## config.mk

```make
export PLATFORM = sky130hd
export DESIGN_NAME = pwm_timer_ctrl
export DESIGN_NICKNAME = d
export VERILOG_FILES = /design/src/rtl/pwm_timer_ctrl.sv
export SDC_FILE = /design/constraint.sdc
export NUM_CORES = 1
export LEC_CHECK = 0
export CORE_MARGIN = 5
export CORE_UTILIZATION = 30
export DETAILED_ROUTE_END_ITERATION = 16
export GPL_ROUTABILITY_DRIVEN = 0
export PLACE_DENSITY = 0.58
export SLEW_MARGIN = 20
export SYNTH_ARGS = -nofsm -noshare
export SYNTH_HDL_FRONTEND = slang
export SYNTH_SLANG_ARGS = --single-unit
```

## constraint.sdc

```tcl
create_clock -name clk -period 3.63 [get_ports clk]
set_input_delay 0.9075 -clock clk [delete_from_list [all_inputs] [get_ports clk]]
set_output_delay 0.9075 -clock clk [all_outputs]
set_load 0.03 [all_outputs]
```

## src/rtl/pwm_timer_ctrl.sv

```systemverilog
// PWM timebase: prescaler, period counter and shadow-buffered config.
// Config changes land only at a period wrap (or at once while idle).
module pwm_timer_ctrl #(
  parameter int CNT_W   = 16,
  parameter int PRESC_W = 8
) (
  input  logic               clk,
  input  logic               rst_n,
  input  logic               en_req,
  input  logic               oneshot,
  input  logic [PRESC_W-1:0] presc,
  input  logic               cnt_clr,
  input  logic               upd_req,
  input  logic [CNT_W-1:0]   period_in,
  input  logic [7:0]         functions_in,
  input  logic [CNT_W-1:0]   compare1_in,
  input  logic [CNT_W-1:0]   compare2_in,
  output logic               pwm_en,
  output logic [CNT_W-1:0]   period,
  output logic [7:0]         functions,
  output logic [CNT_W-1:0]   compare1,
  output logic [CNT_W-1:0]   compare2,
  output logic [CNT_W-1:0]   count_val,
  output logic               ovf,
  output logic               upd_pending,
  output logic               upd_ack
);

  typedef enum logic [1:0] {
    IDLE  = 2'd0,
    RUN   = 2'd1,
    DRAIN = 2'd2
  } state_t;

  state_t             state_q, state_d;
  logic [PRESC_W-1:0] pcnt_q, pcnt_d;
  logic [CNT_W-1:0]   cnt_q, cnt_d;
  logic [CNT_W-1:0]   per_q, per_d;
  logic [CNT_W-1:0]   cmp1_q, cmp1_d;
  logic [CNT_W-1:0]   cmp2_q, cmp2_d;
  logic [7:0]         fn_q, fn_d;
  logic [CNT_W-1:0]   pper_q, pper_d;
  logic [CNT_W-1:0]   pcmp1_q, pcmp1_d;
  logic [CNT_W-1:0]   pcmp2_q, pcmp2_d;
  logic [7:0]         pfn_q, pfn_d;
  logic               pend_q, pend_d;
  logic               ovf_q, ovf_d;
  logic               ack_q, ack_d;
  logic               en_q, en_d;
  logic               running, tick, wrap, apply;

  always_comb begin
    running = (state_q != IDLE);
    tick    = running && (pcnt_q == presc);
    // cnt_clr swallows a coincident wrap entirely
    wrap    = tick && (cnt_q == per_q) && !cnt_clr;
    apply   = pend_q && ((state_q == IDLE) || wrap);

    state_d = state_q;
    case (state_q)
      IDLE:    if (en_req) state_d = RUN;
      RUN: begin
        if (wrap && oneshot) state_d = IDLE;
        else if (!en_req)    state_d = DRAIN;
      end
      DRAIN: begin
        if (wrap)        state_d = IDLE;
        else if (en_req) state_d = RUN;
      end
      default: state_d = IDLE;
    endcase

    pcnt_d = pcnt_q;
    cnt_d  = cnt_q;
    if (!running || cnt_clr) begin
      pcnt_d = '0;
      cnt_d  = '0;
    end else if (tick) begin
      pcnt_d = '0;
      cnt_d  = wrap ? '0 : cnt_q + CNT_W'(1);
    end else begin
      pcnt_d = pcnt_q + PRESC_W'(1);
    end

    per_d  = apply ? pper_q  : per_q;
    cmp1_d = apply ? pcmp1_q : cmp1_q;
    cmp2_d = apply ? pcmp2_q : cmp2_q;
    fn_d   = apply ? pfn_q   : fn_q;

    pper_d  = upd_req ? period_in    : pper_q;
    pcmp1_d = upd_req ? compare1_in  : pcmp1_q;
    pcmp2_d = upd_req ? compare2_in  : pcmp2_q;
    pfn_d   = upd_req ? functions_in : pfn_q;
    pend_d  = upd_req | (pend_q & ~apply);

    ovf_d = wrap;
    ack_d = apply;
    en_d  = (state_d != IDLE);
  end

  always_ff @(posedge clk or negedge rst_n) begin
    if (!rst_n) begin
      state_q <= IDLE;
      pcnt_q  <= '0;
      cnt_q   <= '0;
      per_q   <= '0;
      cmp1_q  <= '0;
      cmp2_q  <= '0;
      fn_q    <= '0;
      pper_q  <= '0;
      pcmp1_q <= '0;
      pcmp2_q <= '0;
      pfn_q   <= '0;
      pend_q  <= 1'b0;
      ovf_q   <= 1'b0;
      ack_q   <= 1'b0;
      en_q    <= 1'b0;
    end else begin
      state_q <= state_d;
      pcnt_q  <= pcnt_d;
      cnt_q   <= cnt_d;
      per_q   <= per_d;
      cmp1_q  <= cmp1_d;
      cmp2_q  <= cmp2_d;
      fn_q    <= fn_d;
      pper_q  <= pper_d;
      pcmp1_q <= pcmp1_d;
      pcmp2_q <= pcmp2_d;
      pfn_q   <= pfn_d;
      pend_q  <= pend_d;
      ovf_q   <= ovf_d;
      ack_q   <= ack_d;
      en_q    <= en_d;
    end
  end

  assign pwm_en      = en_q;
  assign period      = per_q;
  assign functions   = fn_q;
  assign compare1    = cmp1_q;
  assign compare2    = cmp2_q;
  assign count_val   = cnt_q;
  assign ovf         = ovf_q;
  assign upd_pending = pend_q;
  assign upd_ack     = ack_q;

endmodule
```

==> qor.yml <==
outcome: "finished clean"
grt_max_degree: 83
critical_path.startpoint: "presc[1]"
p_switching_mw: 2.08
io_pins: 146
r2r_slack_ps: 1140
portBuffers: 145
dp_cells: 1116
reg2reg_to: "period[15]"
fin_util: 0.404
routed-via-count: 5929
clock_power_share: 0.298
final_area_sq_um: 9490
syn_nets: 774
diodes: 0
path_buf_inv: 2
relSlewSlack: 0.431
cts_tree: "yes"
ys_ff_latch: 142
crit_path_max_fanout: 58
p_int_mw: 3.86
route.detailed.drc: 0
dpl.hpwl_microns: 13100
tns_ps: 0
synthXorXnorAreaFrac: 0.0501
worstSetupEndpointType: "flop"
dieArea_sq_um: 27100
clkLatencyLatePin_ps: 420
p_leak_nw: 3.83
synth_top_family_by_area: "simple AND/OR/NAND/NOR gates"
yosysTopAreaCell: "dfrtp_1"
start_util: 0.305
clk_path_buf_depth: 2
ys_types: 38
synth-warning-count: 0
drv_slew: 0
critical-path-top-delay-family: "simple AND/OR/NAND/NOR gates"
p_seq_frac: 0.374
wl_per_cell_microns: 18.0
grt_pass1_vias: 6108
drt-pass1-iter-count: 4
die_height_microns: 165
drt_iter0_drc: 336
cp_data_required_time_ps: 3920
grt_pass1_wl_microns: 33300
max_freq_mhz: 358
synth_edf_count: 0
overflow: 0
finalWirelength_microns: 20600
synth_mux_area_frac: 0.0880
critPathLaunchType: "primary input"
maxCapViolations: 0
dominantRegCellSynth: "dfrtp_1"
power_density_nw_per_um2: 626
die_w_microns: 165
core_area_sq_um: 23500
r2r-start: "period[1]"
tightest_slew_ps: 853
final_hold_viol_count: 0
setup_viol: 0
hold_buffers: 0
grt_setup_unrepaired: "no"
yosys.area_share.simple: 0.151
rows: 56
post_cts_buffers: 0
crit_path_max_incr_delay_ps: 490
path_clk_slew_ps: 60
crit_slowest_cell: "or3_2"
nNetsFinal: 888
clock_skew_ps: 9.64
seq_area_frac_synth: 0.496
ant_nets: 0
yosys.area.top_type_share: 0.496
cts.sinks: 142
cts_made_buffers: 17
synth.area.top_cells: "dfrtp_1, mux2_2, a311o_1, nor4_1, o22ai_1"
ctsResizeCount: 0
final_cells: 1146
synth.most_common_cell: "dfrtp_1"
antenna_found_initial: 1
pwr-share-comb: 0.328
finalPower_mw: 5.94
post_dp_cell_area_sq_um: 8910
crit_arrival_ps: 3080
critical_path_class: "in2reg"
synth_fa_ha_area_frac: 0.00349
syn-instance-count: 702
synthTopCellsByCount: "dfrtp_1, nor4_1, nand2_1, clkbuf_1, inv_1"
vias_per_cell: 5.17
fin_crit_ps: 2790
synth_compound_area_frac: 0.144
swShare: 0.350
crit_path_cell_trace: "clkdlybuf4s50_1 > xnor2_1 > nand4_1 > or2_2 > or3_2 > buf_12 > a311o_1"
syn_to_final_growth_pct: 32.4
root_buffer: "clkbuf_16"
h-tree-depth: 4
grt_usage: 0.155
ir_drop_uv: 274
finalCritPeriodShare: 0.769
hp-class: "in2async"
worstRegToRegCells: 6
postSynth.asyncResetShare: 1.00
syn-cell-area_sq_um: 7170
drive_gt1_frac: 0.132
syn_area_per_cell_sq_um: 10.2
## placed cells by master (no fill, tap or decap), drive strengths merged, types with 5 or more instances in the layout
cell type and count:
a311o 56, buf 17, nand3 12, and2 5, clkdlybuf4s50 143, nor4 72, nand2 71, dfrtp 142
xor2 18, clkinv 5, inv 59, clkbuf 19, nand4 7, nor3 13, mux2 56, o22ai 56
xnor2 23, nor2 11
## through the flow
stage | worst slack [ps] | hold WS [ps]
2_1_floorplan | 868 | 481
3_3_place_gp | 415 | 490
3_5_place_dp | 397 | 496
4_1_cts | 803 | 454
5_1_grt | 727 | 478
6_report | 837 | 432
## cells by family (layout without fill, tap and decap cells)
family                     count (synthesis)  after routing
and+or+nand+nor                          208            208
DFF                                      142            142
AOI/OAI and AO/OA                        130            130
buffers and inverters                    123            248
muxes                                     56             56
xor gates and xnor gates                  41             41
adders and majority gates                  2              2
## sequential cells by signal, indices dropped and copies added, names as in the netlist
register / cells
pwm_en: 1
pfn_q: 8
pcmp1_q: 16
ovf: 1
pper_q: 16
compare2: 16
upd_pending: 1
count_val: 16
pcnt_q: 8
period: 16
compare1: 16
functions: 8
pcmp2_q: 16
state_q: 2
upd_ack: 1
## final cells by class
class	count	area, sq um
fillers	2300	14000
clock inverters	11	143
well taps	319	399
flip-flops and latches	142	3560
clock buffers	19	443
repair buffers	160	1600
inverters	58	218
multi-input cells	437	3140
## worst max-delay path by stage
stage,to,slack (ps),depth (start not counted)
floorplan,compare1[0],870,9
global placement,compare1[13],420,7
detailed placement,period[15],400,7
CTS,upd_pending,800,1
global route,period[15],730,7
finish,period[15],840,7
## power groups by stage
stage	Clock, mW	Sequential, mW	Combinational [mW]
after floorplan	0	2.63	0.714
after global placement	0	2.25	1.94
after detailed placement	0	2.25	1.97
after CTS	1.83	2.23	1.98
after global routing	1.89	2.27	2.11
final	1.77	2.22	1.95
## per-layer routing
metal  GRT usage  up-vias  wire (microns)
li1            -     2832               -
met1       0.207     2940            9470
met2       0.246      145            9660
met3      0.0487       10            1310
met4      0.0371        2             121
met5           0        -              20
Note: power is estimated with default switching activity, not from simulation.
